[src/rtl/sar_conv_seq.sv]
// Successive-approximation conversion sequencer.
// Once per PERIOD cycles (while en is high) it tracks the input for SAMPLE_CYC
// cycles. It then binary-searches NBITS bits. Each bit uses a STROBE cycle that
// fires the comparator on a trial code, followed by a DECIDE cycle that keeps
// the comparator's answer. Finally it publishes the result for one DONE cycle.
//
// Output timing relative to cycle 0 (the tick cycle, state IDLE):
//   sample_o      cycles 1..SAMPLE_CYC
//   cmp_strobe_o  cycle SAMPLE_CYC+1+2j for bit j (j=0 is the MSB)
//   data_valid_o  cycle SAMPLE_CYC+2*NBITS+1
// cmp_i is only looked at on the rising edge that ends a DECIDE cycle.
module sar_conv_seq #(
    parameter int NBITS      = 10,
    parameter int SAMPLE_CYC = 4,
    parameter int PERIOD     = 32
) (
    input  logic             clk,
    input  logic             rst_n,
    input  logic             en,
    input  logic             cmp_i,
    output logic             sample_o,
    output logic [NBITS-1:0] dac_o,
    output logic             cmp_strobe_o,
    output logic [NBITS-1:0] data_o,
    output logic             data_valid_o,
    output logic             busy_o,
    output logic             missed_o
);

    localparam int PW = (PERIOD > 1) ? $clog2(PERIOD) : 1;
    localparam int KW = (NBITS > 1) ? $clog2(NBITS) : 1;
    localparam int SW = (SAMPLE_CYC > 1) ? $clog2(SAMPLE_CYC) : 1;

    localparam logic [PW-1:0]    PCNT_LAST = PW'(PERIOD - 1);
    localparam logic [KW-1:0]    K_MSB     = KW'(NBITS - 1);
    localparam logic [SW-1:0]    SCNT_LOAD = SW'(SAMPLE_CYC - 1);
    localparam logic [NBITS-1:0] ONE_CODE  = NBITS'(1);
    localparam logic [NBITS-1:0] MSB_CODE  = ONE_CODE << (NBITS - 1);

    typedef enum logic [1:0] {
        IDLE   = 2'd0,
        SAMPLE = 2'd1,
        CONV   = 2'd2,
        DONE   = 2'd3
    } state_t;

    typedef enum logic {
        STROBE = 1'b0,
        DECIDE = 1'b1
    } phase_t;

    state_t           state;
    phase_t           phase;
    logic [PW-1:0]    pcnt;
    logic [SW-1:0]    scnt;
    logic [KW-1:0]    k;
    logic [NBITS-1:0] result;
    logic             tick;

    // Values used at the end of a DECIDE cycle: the result with bit k set to
    // the comparator answer, and the trial code for the next lower bit.
    logic [NBITS-1:0] res_upd;
    logic [KW-1:0]    k_dn;
    logic [NBITS-1:0] trial_next;

    assign tick     = en && (pcnt == '0);
    // A tick that arrives mid-conversion is dropped; this flags it in the same cycle.
    assign missed_o = tick && (state != IDLE);

    // Free-running period counter; held at zero while disabled.
    always_ff @(posedge clk or negedge rst_n) begin
        if (!rst_n) begin
            pcnt <= '0;
        end else if (!en || pcnt == PCNT_LAST) begin
            pcnt <= '0;
        end else begin
            pcnt <= pcnt + 1'b1;
        end
    end

    // Merge the comparator decision into the result and form the next trial code.
    always_comb begin
        res_upd    = result;
        res_upd[k] = cmp_i;
        k_dn       = k - 1'b1;
        trial_next = res_upd | (ONE_CODE << k_dn);
    end

    // Conversion FSM with registered analog-facing and result outputs.
    always_ff @(posedge clk or negedge rst_n) begin
        if (!rst_n) begin
            state        <= IDLE;
            phase        <= STROBE;
            scnt         <= '0;
            k            <= '0;
            result       <= '0;
            sample_o     <= 1'b0;
            dac_o        <= '0;
            cmp_strobe_o <= 1'b0;
            data_o       <= '0;
            data_valid_o <= 1'b0;
            busy_o       <= 1'b0;
        end else if (!en) begin
            // Abort: drop back to idle; data_o keeps the last good result.
            state        <= IDLE;
            phase        <= STROBE;
            sample_o     <= 1'b0;
            dac_o        <= '0;
            cmp_strobe_o <= 1'b0;
            data_valid_o <= 1'b0;
            busy_o       <= 1'b0;
        end else begin
            case (state)
                IDLE: begin
                    data_valid_o <= 1'b0;
                    cmp_strobe_o <= 1'b0;
                    dac_o        <= '0;
                    if (tick) begin
                        state    <= SAMPLE;
                        scnt     <= SCNT_LOAD;
                        result   <= '0;
                        sample_o <= 1'b1;
                        busy_o   <= 1'b1;
                    end else begin
                        sample_o <= 1'b0;
                        busy_o   <= 1'b0;
                    end
                end
                SAMPLE: begin
                    if (scnt == '0) begin
                        state        <= CONV;
                        phase        <= STROBE;
                        k            <= K_MSB;
                        sample_o     <= 1'b0;
                        dac_o        <= MSB_CODE;
                        cmp_strobe_o <= 1'b1;
                    end else begin
                        scnt <= scnt - 1'b1;
                    end
                end
                CONV: begin
                    if (phase == STROBE) begin
                        phase        <= DECIDE;
                        cmp_strobe_o <= 1'b0;
                    end else begin
                        result <= res_upd;
                        if (k == '0) begin
                            state        <= DONE;
                            dac_o        <= res_upd;
                            data_o       <= res_upd;
                            data_valid_o <= 1'b1;
                        end else begin
                            phase        <= STROBE;
                            k            <= k_dn;
                            dac_o        <= trial_next;
                            cmp_strobe_o <= 1'b1;
                        end
                    end
                end
                DONE: begin
                    state        <= IDLE;
                    dac_o        <= '0;
                    data_valid_o <= 1'b0;
                    busy_o       <= 1'b0;
                end
                default: begin
                    state <= IDLE;
                end
            endcase
        end
    end

endmodule

[config.mk]
export PLATFORM = sky130hd
export DESIGN_NAME = sar_conv_seq
export DESIGN_NICKNAME = d
export VERILOG_FILES = /design/src/rtl/sar_conv_seq.sv
export SDC_FILE = /design/constraint.sdc
export NUM_CORES = 1
export LEC_CHECK = 0
export ABC_AREA = 1
export CAP_MARGIN = 20
export CORE_MARGIN = 4
export CORE_UTILIZATION = 50
export CTS_CLUSTER_DIAMETER = 200
export DETAILED_ROUTE_END_ITERATION = 6
export PLACE_DENSITY = 0.72
export SETUP_SLACK_MARGIN = 0.02
export SLEW_MARGIN = 20
export SYNTH_ARGS = -nofsm -noshare
export SYNTH_HDL_FRONTEND = slang
export SYNTH_SLANG_ARGS = --single-unit
[constraint.sdc]
create_clock -name clk -period 3.12 [get_ports clk]
set_input_delay 0.468 -clock clk [delete_from_list [all_inputs] [get_ports clk]]
set_output_delay 0.468 -clock clk [all_outputs]
set_load 0.05 [all_outputs]
==> impl_results.md <==
- GRT Util Overall: 20.3%
- Top cell by count, worst path: inv_2
- Cts bufs inserted: 5
- Syn_area_per_cell: between 7 and 8 µm²
- Register area share after synthesis: 43.3%
- Dominant cells by area after synthesis: dfrtp_1 43%, nand2_1 16%, ha_1 7.7%
- Clock sinks: 48
- Worst-path maximum fanout: 8
- Root buf cell: clkbuf_8
- Sum Neg Setup Slack: 0 ps
- Pre-Repair DR Iteration Count: 5
- Routed via count: 2404
- Crit-path leading delay family: buffers and inverters
- Slew Limit Fails: 0
- Remaining antenna violation count: 0
- Area of the core: 0.00524 mm²
- DP HPWL: roughly 4.5 mm
- Crit. End Element: primary output
- Row count: 26
- Post CTS Setup Buffer Count: 0
- Total power: 2.77 mW
- Reg clk slew, reported paths: 90 ps
- Mapped Area: 0.00278 mm²
- Worst-Skew Late Latency: 300 ps
- Slowest-stage cell, CP: clkdlybuf4s50_1
- YS warnings: 0
- Diode count: 0
- Placer Congestion: about 0.96
- Power Dens Cells: 862 mW/mm²
- Worst Max-Slew Pin Slew: 623 ps
- Final #Nets: about 420
- Crit path launch type: primary input
- Critical path buffers and inverters: 4
- Chip Height: 82.5 µm
- Clock Path Buffers: 2
- Cells after Synth: 366
- CP cell instances: clkdlybuf4s50_1, inv_2, nor2_4, inv_2, nor2_1, buf_4
- Max-cap violations: 0
- Worst path max stage delay: 640 ps
- Largest net degree at the start of global routing: 49
- Htree depth: 2
- Die Span X: 82.5 µm
- Most frequent cells in the layout: 122 x nand2_1, 48 x dfrtp_1, 40 x inv_1
- Skew final: roughly 8.5 ps
- Placed insts: 457
- Area leader, netlist: dfrtp_1
- I/O pins: 29
- DRC viols: 0
- F_max: 451 MHz
- # port buffers: 28
- Vias in the first global route: 2413
- Final hold violation count: 0
- Overflow after GRT: 0
- Post-cts gate resize count: 0
- Drt first-iter violations: 174
- TritonCTS clock tree: built
- Post-layout minimum cycle time: 2220 ps
- Routed length per instance: 13.2 µm
- Worst EP arrival: between 1500 and 2000 ps
- Slew HR: 58.4%
- Final cell count without fillers: 465
- Distinct cell type count after synthesis: 28
- # hold bufs at CTS: 0
- Post-synth top area share: 43.3%
- Initial antenna violation count: 0
- Fin crit share: 71.0%
- Critical Setup Path Class: primary input to primary output
- Die ar.: 0.00681 mm²
- Net Count, Synth: slightly below 400
- Share of layout cells above drive strength 1: 7.59%
- Commonest non-fill, non-tap cell in the layout: nand2_1
- Routed WL: 6.14 mm
- Status: finished, final reports clean
- Worst min-delay path class: primary input to async pin
- P_leak: 1.66 nW
- Global-route wire length before repair: approximately 11 mm
- Post-synthesis register bit count: 48
- Max rail drop VDD: 0.501 mV
- Starting density of the core: roughly 53%
- Worst EP required: 2650 ps
- Final Util: 61.3%
- RSZ-0062 raised after global routing: no
- Vias per cell: 5.17
- Area Overhead vs Synth: 15.6%
- Setup Viol. Count Final: 0
final cells by class:
type / instances / area (µm²)
multi-input cells: 265 / 1350
clock buffers: 6 / 82.6
well taps: 70 / 87.6
repair buffers: 30 / 290
flip-flops and latches: 48 / 1200
clock inverters: 2 / 38.8
fillers: 495 / 2030
inverters: 44 / 165
metrics by stage:
step                      cell area, µm²  hold WS (ps)  worst slack (ps)
after detailed placement            3090           465               934
after floorplan                     2780           172              1090
after global placement              3090           457               966
final                               3210           166               904
after global routing                3210           215               726
after CTS                           3210           381               925
sequential cells by signal (all words and copies together), names as in the netlist:
| signal | cells |
|---|---|
| cmp_strobe_o | 1 |
| dac_o | 10 |
| phase | 1 |
| busy_o | 1 |
| result | 10 |
| pcnt | 5 |
| state | 2 |
| data_o | 10 |
| data_valid_o | 1 |
| sample_o | 1 |
| k | 4 |
| scnt | 2 |
metal layers:
| metal | GRT usage [%] | part of all wire (%) | vias up |
|---|---|---|---|
| met5 | 0 | 0 | - |
| met4 | 7.03 | 1.7 | 0 |
| met3 | 3.04 | 4.2 | 11 |
| met2 | 35.0 | 49 | 54 |
| met1 | 25.8 | 45 | 1127 |
| li1 | - | - | 1212 |
worst paths after layout:
check                           slack [ps]      start         to  cells after the start
worst max-delay path                   900         en   missed_o                      6
worst min-delay path                   170      rst_n    pcnt[4]                      1
worst max register to register         970   state[0]  result[0]                     10
worst min register to register         490  data_o[5]  data_o[5]                      2
max in group asynchronous             2560      rst_n  data_o[8]                      1
min in group clk                       490  data_o[5]  data_o[5]                      2
synthesized netlist by cell type:
library cell	count
nand3_2	1
nand2_1	122
nand2_2	2
buf_2	4
o21bai_1	1
nor3b_1	2
nor2_2	1
buf_6	2
clkinv_1	1
ha_1	17
nand3_1	30
inv_2	3
nand4_1	10
o21ai_1	5
o21ai_2	3
o21ai_0	21
a21oi_4	1
o211ai_1	1
dfrtp_1	48
buf_4	3
a31oi_1	1
nor2_4	3
and2_2	1
nor2_1	31
a21oi_1	8
o31ai_1	1
or2_2	3
inv_1	40
report_power, final:
group,total [mW],switching [mW],internal [mW]
Clock,0.473,0.211,0.262
Combinational,1.42,0.993,0.430
Sequential,0.872,0.130,0.742
worst reg2reg max path: stages (launching register included):
cell and delay [ps]:
dfrtp_1 420, inv_1 110, ha_1 420, buf_4 230, nand2_1 60, inv_1 100
a21oi_1 70, a21oi_4 410, inv_1 110, nand2_1 70, nand2_1 40
logic make-up (layout without fill, tap and decap cells):
logic type,Yosys count,after routing,share of synthesized area (%)
simple gates,206,206,32.1
buf+inv,53,82,8.29
flops,48,48,43.3
compound gates,42,42,8.70
fa+ha+maj,17,17,7.66
Power figures use the tool's default switching activity.
